[config.mk]
export PLATFORM = sky130hd
export DESIGN_NAME = ahb_lite_master
export DESIGN_NICKNAME = d
export VERILOG_FILES = /design/src/rtl/ahb_lite_master_pkg.sv /design/src/rtl/ahb_lite_master.sv
export SDC_FILE = /design/constraint.sdc
export NUM_CORES = 1
export LEC_CHECK = 0
export CORE_MARGIN = 2
export CORE_UTILIZATION = 40
export DETAILED_ROUTE_END_ITERATION = 16
export GPL_TIMING_DRIVEN = 0
export HOLD_SLACK_MARGIN = 0.06
export PLACE_DENSITY_LB_ADDON = 0.12
export SYNTH_ARGS = -nofsm -noshare
export SYNTH_HDL_FRONTEND = slang
export SYNTH_SLANG_ARGS = --single-unit
[constraint.sdc]
create_clock -name HCLK -period 1.7 [get_ports HCLK]
set_clock_uncertainty 0.05 [all_clocks]
set_input_delay 0.425 -clock HCLK [delete_from_list [all_inputs] [get_ports HCLK]]
set_output_delay 0.425 -clock HCLK [all_outputs]
set_load 0.005 [all_outputs]
[src/rtl/ahb_lite_master_pkg.sv]
// ---------------------------------------------------------------------------
// ahb_lite_master_pkg
//   Shared AHB-Lite types and constants for the single-initiator master.
//   Contents:
//     hsize_e        - HSIZE encodings (BYTE / HALF_WORD / WORD)
//     htrans_e       - HTRANS encodings (IDLE / BUSY / NONSEQ / SEQ)
//     HBURST_SINGLE  - constant burst type driven on HBURST
//     HPROT_DEFAULT  - constant protection attributes driven on HPROT
//     align_low()    - clears the low address bits a given size cannot use
// ---------------------------------------------------------------------------
package ahb_lite_master_pkg;

  typedef enum logic [2:0] {
    BYTE      = 3'b000,
    HALF_WORD = 3'b001,
    WORD      = 3'b010
  } hsize_e;

  typedef enum logic [1:0] {
    IDLE   = 2'b00,
    BUSY   = 2'b01,
    NONSEQ = 2'b10,
    SEQ    = 2'b11
  } htrans_e;

  localparam logic [2:0] HBURST_SINGLE = 3'b000;
  localparam logic [3:0] HPROT_DEFAULT = 4'b0011;

  // Halfword transfers must be 2-byte aligned and word transfers 4-byte
  // aligned, so the offending low bits are simply dropped.
  function automatic logic [1:0] align_low(input logic [1:0] lo, input hsize_e size);
    logic [1:0] res;
    res = lo;
    case (size)
      HALF_WORD: res = {lo[1], 1'b0};
      WORD:      res = 2'b00;
      default:   res = lo;
    endcase
    return res;
  endfunction

endpackage

[src/rtl/ahb_lite_master.sv]
// ---------------------------------------------------------------------------
// ahb_lite_master
//   Turns a valid/ready command interface into AHB-Lite SINGLE transfers.
//   Address phase of the next transfer overlaps the data phase of the
//   current one (register A = address phase, register D = data phase), so at
//   most two transfers are in flight. A two-cycle ERROR response cancels the
//   pending address phase to IDLE for one cycle and then reissues it.
//
//   Ports:
//     HCLK, HRESETn             bus clock, synchronous active-low reset
//     cmd_valid/cmd_ready       command handshake
//     cmd_write/addr/size/wdata command contents
//     rsp_valid/rdata/error     one-cycle completion pulse and its result
//     HADDR/HTRANS/HWRITE/HSIZE address-phase outputs
//     HBURST/HPROT              constant SINGLE / 4'b0011
//     HWDATA                    data-phase write data
//     HREADY/HRESP/HRDATA       slave response inputs
// ---------------------------------------------------------------------------
module ahb_lite_master
  import ahb_lite_master_pkg::*;
#(
  parameter int ADDR_W = 32,
  parameter int DATA_W = 32
) (
  input  logic              HCLK,
  input  logic              HRESETn,

  input  logic              cmd_valid,
  output logic              cmd_ready,
  input  logic              cmd_write,
  input  logic [ADDR_W-1:0] cmd_addr,
  input  hsize_e            cmd_size,
  input  logic [DATA_W-1:0] cmd_wdata,

  output logic              rsp_valid,
  output logic [DATA_W-1:0] rsp_rdata,
  output logic              rsp_error,

  output logic [ADDR_W-1:0] HADDR,
  output htrans_e           HTRANS,
  output logic              HWRITE,
  output hsize_e            HSIZE,
  output logic [2:0]        HBURST,
  output logic [3:0]        HPROT,
  output logic [DATA_W-1:0] HWDATA,
  input  logic              HREADY,
  input  logic              HRESP,
  input  logic [DATA_W-1:0] HRDATA
);

  // Address-phase register
  logic              a_valid;
  logic [ADDR_W-1:0] a_addr;
  logic              a_write;
  hsize_e            a_size;
  logic [DATA_W-1:0] a_wdata;

  // Data-phase register
  logic              d_valid;
  logic              d_write;
  logic [DATA_W-1:0] d_wdata;

  // Set during the second ERROR cycle to park the pending address phase.
  logic              hold;

  // HTRANS is the only bus output decoded combinationally: it must drop to
  // IDLE in the same cycle hold rises, without losing A.
  always_comb begin
    HTRANS    = IDLE;
    cmd_ready = 1'b0;
    if (a_valid && !hold) HTRANS = NONSEQ;
    cmd_ready = HRESETn && !hold && (!a_valid || HREADY);
  end

  assign HADDR  = a_addr;
  assign HWRITE = a_write;
  assign HSIZE  = a_size;
  assign HWDATA = d_wdata;
  assign HBURST = HBURST_SINGLE;
  assign HPROT  = HPROT_DEFAULT;

  // Pipeline advance, ERROR hold handling and response capture.
  always_ff @(posedge HCLK) begin
    if (!HRESETn) begin
      a_valid   <= 1'b0;
      a_addr    <= '0;
      a_write   <= 1'b0;
      a_size    <= BYTE;
      a_wdata   <= '0;
      d_valid   <= 1'b0;
      d_write   <= 1'b0;
      d_wdata   <= '0;
      hold      <= 1'b0;
      rsp_valid <= 1'b0;
      rsp_rdata <= '0;
      rsp_error <= 1'b0;
    end else begin
      rsp_valid <= 1'b0;
      if (d_valid && HREADY) begin
        rsp_valid <= 1'b1;
        rsp_error <= HRESP;
        rsp_rdata <= d_write ? '0 : HRDATA;
      end

      if (HREADY) begin
        if (hold) begin
          // Final ERROR cycle: D retires, A stays and is reissued next cycle.
          hold    <= 1'b0;
          d_valid <= 1'b0;
        end else begin
          d_valid <= a_valid;
          d_write <= a_write;
          d_wdata <= a_wdata;
          if (cmd_valid && cmd_ready) begin
            a_valid <= 1'b1;
            a_addr  <= {cmd_addr[ADDR_W-1:2], align_low(cmd_addr[1:0], cmd_size)};
            a_write <= cmd_write;
            a_size  <= cmd_size;
            a_wdata <= cmd_wdata;
          end else begin
            a_valid <= 1'b0;
          end
        end
      end else if (d_valid && HRESP) begin
        hold <= 1'b1;
      end
    end
  end

endmodule

**Word level (Yosys, flattened, before mapping)**

Index checks and enable logic that the tools add are counted.

- Eq/ne operators: 2
- Muxes and demuxes: 6
- Bitwise operators: 2
- Reductions and logical operators: 12

Operators with widths:

| cell | number |
|---|---|
| $mux W32 | 1 |
| $logic_and A1 B1 Y1 | 6 |
| $pmux W2 S2 | 1 |
| $eq A3 B1 Y1 const B | 1 |
| $eq A3 B2 Y1 const B | 1 |
| $mux W1 | 3 |
| $reduce_and A3 Y1 | 1 |
| $logic_not A1 Y1 | 2 |
| $mux W2 | 1 |
| $not A1 Y1 | 2 |
| $reduce_and A2 Y1 | 1 |
| $reduce_or A2 Y1 | 1 |
| $logic_or A1 B1 Y1 | 1 |

- Register bits after elaboration: 138
- Word-level logic and storage cells: 34

**Logic depth before layout (Yosys ltp)**

Gate-level depths: netlist of run 1.

- Depth after elaboration: 5
- Gate-level depth with buffers: 7

**Least setup slack after synthesis of run 1**

No wires, ideal clock.

- Kind: input to output
- Start point: input port HRESETn
- End point: output port cmd_ready
- Arrival: 1.013 ns
- Setup slack: 0.212 ns
- Cell stages on the path: 3
- Cells stage by stage: buf_4 -> clkbuf_1 -> nor3b_1

- Cells in the longest elaborated chain, start to end: 2

Ends and longest elaborated chain:

| element | line | source |
|---|---|---|
| start: declaration | ahb_lite_master.sv:26 | `input logic HRESETn,` |
| $logic_and A1 B1 Y1 (2 in series) | ahb_lite_master.sv:72 | `cmd_ready = HRESETn && !hold && (!a_valid \|\| HREADY);` |
| end: declaration | ahb_lite_master.sv:29 | `output logic cmd_ready,` |

No other way between the ends.

**Worst setup path after layout of run 1**

Ends and elaborated chain as after synthesis.

==> results.txt, run 1 <==
Die height = 114 microns
Synth warnings = 0
Clock transition at the registers of the reported paths = 60 ps
Starting Density = 40.8%
Initial antenna violation count = 0
Core area = 12000 sq um
Fraction of registers with async set/reset = 0%
Die W = 114 microns
Data required, critical path = 1220 ps
Max cap viols = 0
Min-Delay Path Class = in -> reg
Placed cell areas = 7160 sq um
Max Slew Vio Count = 0
Max Clk Rate = 0.610 GHz
Status = finished, final reports clean
Gr usage total = 21.2%
Post-synthesis sequential area ratio = 56.6%
Wire length per cell = 14.2 microns
Routed WL = 13400 microns
Total grt overflow = 0
Post-route cell area = 7660 sq um
Buffers on Ports = 207
Max Root-Sink Buffers = 2
Final min period = 1640 ps
GPL Wtd Cong = 0.763
Period utilisation layout = 96.5%
Int Pwr = 6.13 mW
Cell variety after synth = 29
# diodes = 0
Data arrival, critical path = 1170 ps
Cell count after placement = 906
#FFs+latches synth = 138
Vias = 4482
FF-to-FF Start = hold$_SDFFE_PP0P_
Post-layout util = 64.1%
CTS root buf = clkbuf_16
Clock H-tree levels = 4
Cell Rows = 40
Leakage = 3.39 nW
Top_reg_cell synth = dfxtp_1
RSZ-0062 raised after global routing = false
Cts hold-fix bufs = 0
Synthesized area per cell = 8.94 sq um
Crit path launch type = primary input
1st-iter DRT viols = 232
Critical path peak fanout = 10
Non-filler cells, final = 939
Layout cells sized above 1 = 10.7%
Mapped Area = 4880 sq um
Post-DP HPWL = 9770 microns
Vias in the first global route = 4533
Final setup vio count = 0
DRC viols = 0
DRT Pass-1 Iters = 4
Sw Pwr = 1.71 mW
R2r setup slk = 190 ps
Clock share of power = 47.6%
Critical Path Start = HRESETn
Final Hold Fails = 0
Switching part of the total = 21.8%
RR Endpoint = HADDR[20]$_SDFFE_PN0P_
Largest net degree at the start of global routing = 17
Num CTS Buffers = 17
Max VDD drop = 0.000729 V
Final antenna-violating net count = 0
Area Growth Syn to Fin = 56.9%
Top cell type's share of synthesized area = 56.6%
Fillers = 1031
Reg2Reg Depth = 4
Skew-Pair Late Insertion Delay = 420 ps
Leading area contributor after synthesis = dfxtp_1
Top-count cell post-synth = nand2_1
Post-synth top cells = 201 x nand2_1, 138 x dfxtp_1, 63 x o21ai_0, 32 x a22o_1, 26 x a21boi_0
Post-Synthesis Cells = 546
CTS tree = yes
I/O Pins = 217
CTS sink cnt = 138
Comb power frac = 8.8%
Die area = 13100 sq um
Cell Pwr Density = 1020 nW/um^2
CP Class = in -> out
Worst Setup EP = cmd_ready
Post-DR vias/cell = 4.77
Final Net Count = 884
Worst hold start = HREADY
Synth area leaders = dfxtp_1 57%, nand2_1 15%, o21ai_0 6.5%
Setup TNS = 0 ps
EDFF count, synth = 0
First-pass GRT wire length = 21500 microns
Flop pwr share = 43.6%
CP Capture Type = output pin
[routing by layer]
| metal | vias to the layer above | track usage (%) | share of wire, % |
|---|---|---|---|
| li1 | 2249 | - | - |
| met4 | 0 | 9.19 | 1.8 |
| met3 | 19 | 8.26 | 9.0 |
| met2 | 172 | 36.0 | 48 |
| met1 | 2042 | 23.6 | 41 |
| met5 | - | 0 | 0 |
[state kept, by name (all words and copies together) (netlist names)]
register,cells
HADDR,32
HSIZE,3
HWDATA,32
HWRITE,1
a_valid,1
a_wdata,32
d_valid,1
d_write,1
hold,1
rsp_error,1
rsp_rdata,32
rsp_valid,1
[cell usage in the layout, fill, tap and decap left out, types with 7 or more instances in the layout]
cell type / count
conb_1: 8
dfxtp_1: 132
buf_4: 14
a22o_1: 32
o21ai_0: 63
a21boi_1: 8
a21boi_0: 26
buf_6: 10
clkinv_2: 7
buf_2: 13
clkdlybuf4s50_1: 102
nand2_1: 201
clkbuf_16: 17
dlygate4sd2_1: 102
clkbuf_1: 12
[layout make-up]
cell class / count / area, sq um / area share [%]
buffer: 51 / 344 / 4.49
multi-input combinational: 362 / 1820 / 23.7
timing repair buffer: 208 / 1940 / 25.3
sequential: 138 / 2770 / 36.2
clock inverter: 13 / 150 / 1.96
inverter: 1 / 3.75 / 0.0490
clock buffer: 19 / 453 / 5.91
tap: 147 / 184 / 2.40
[logic make-up (layout without fill, tap and decap cells)]
family,count (synthesis),in the layout,synth area share [%]
buffers and inverters,52,292,6.84
other,2,8,0.154
XOR/XNOR,1,1,0.179
multiplexers,1,1,0.205
AND/OR/NAND/NOR,214,214,17.5
AO/OA/AOI/OAI,138,138,18.6
flip-flops,138,138,56.6
[power groups by stage]
stage / Combinational (mW) / Clock [mW] / Sequential (mW)
2_1_floorplan: 0.251 / 0 / 3.49
3_3_place_gp: 0.725 / 0 / 3.48
3_5_place_dp: 0.736 / 0 / 3.49
4_1_cts: 0.692 / 3.78 / 3.42
5_1_grt: 0.757 / 3.92 / 3.43
6_report: 0.687 / 3.74 / 3.42
[stage by stage]
step | setup slack [ps] | total power [mW] | hold WS, ps
2_1_floorplan | 212 | 3.74 | 381
3_3_place_gp | -975 | 4.21 | 386
3_5_place_dp | -972 | 4.23 | 394
4_1_cts | -4.20 | 7.89 | 179
5_1_grt | 4.31 | 8.12 | 196
6_report | 60.0 | 7.84 | 185
[how the worst min path moves through the flow]
stage	to	slack [ps]	depth (start not counted)
floorplan	HWDATA[1]$_SDFFE_PN0P_	380	2
global placement	HWDATA[29]$_SDFFE_PN0P_	390	2
detailed placement	HADDR[27]$_SDFFE_PN0P_	390	2
CTS	hold$_SDFFE_PP0P_	180	2
global route	hold$_SDFFE_PP0P_	200	2
finish	hold$_SDFFE_PP0P_	190	2
[what timing repair did]
action,4_1_cts,5_1_grt
setup buffers,1,0
endpoints found under the setup margin,104,3
gates resized for setup,119,4
[worst max-delay path: stages]
cell and delay [ps]:
clkdlybuf4s15_1 190, buf_6 120, clkbuf_8 150, nor3b_2 150
buf_2 130
(Power assumes the default switching activity.)
==> inputs of run 2 (changes only) <==
GPL_ROUTABILITY_DRIVEN = 0   (was unset)
==> results of run 2 <==
Same layout as run 1: the final DEF is identical, and so are final timing and power.
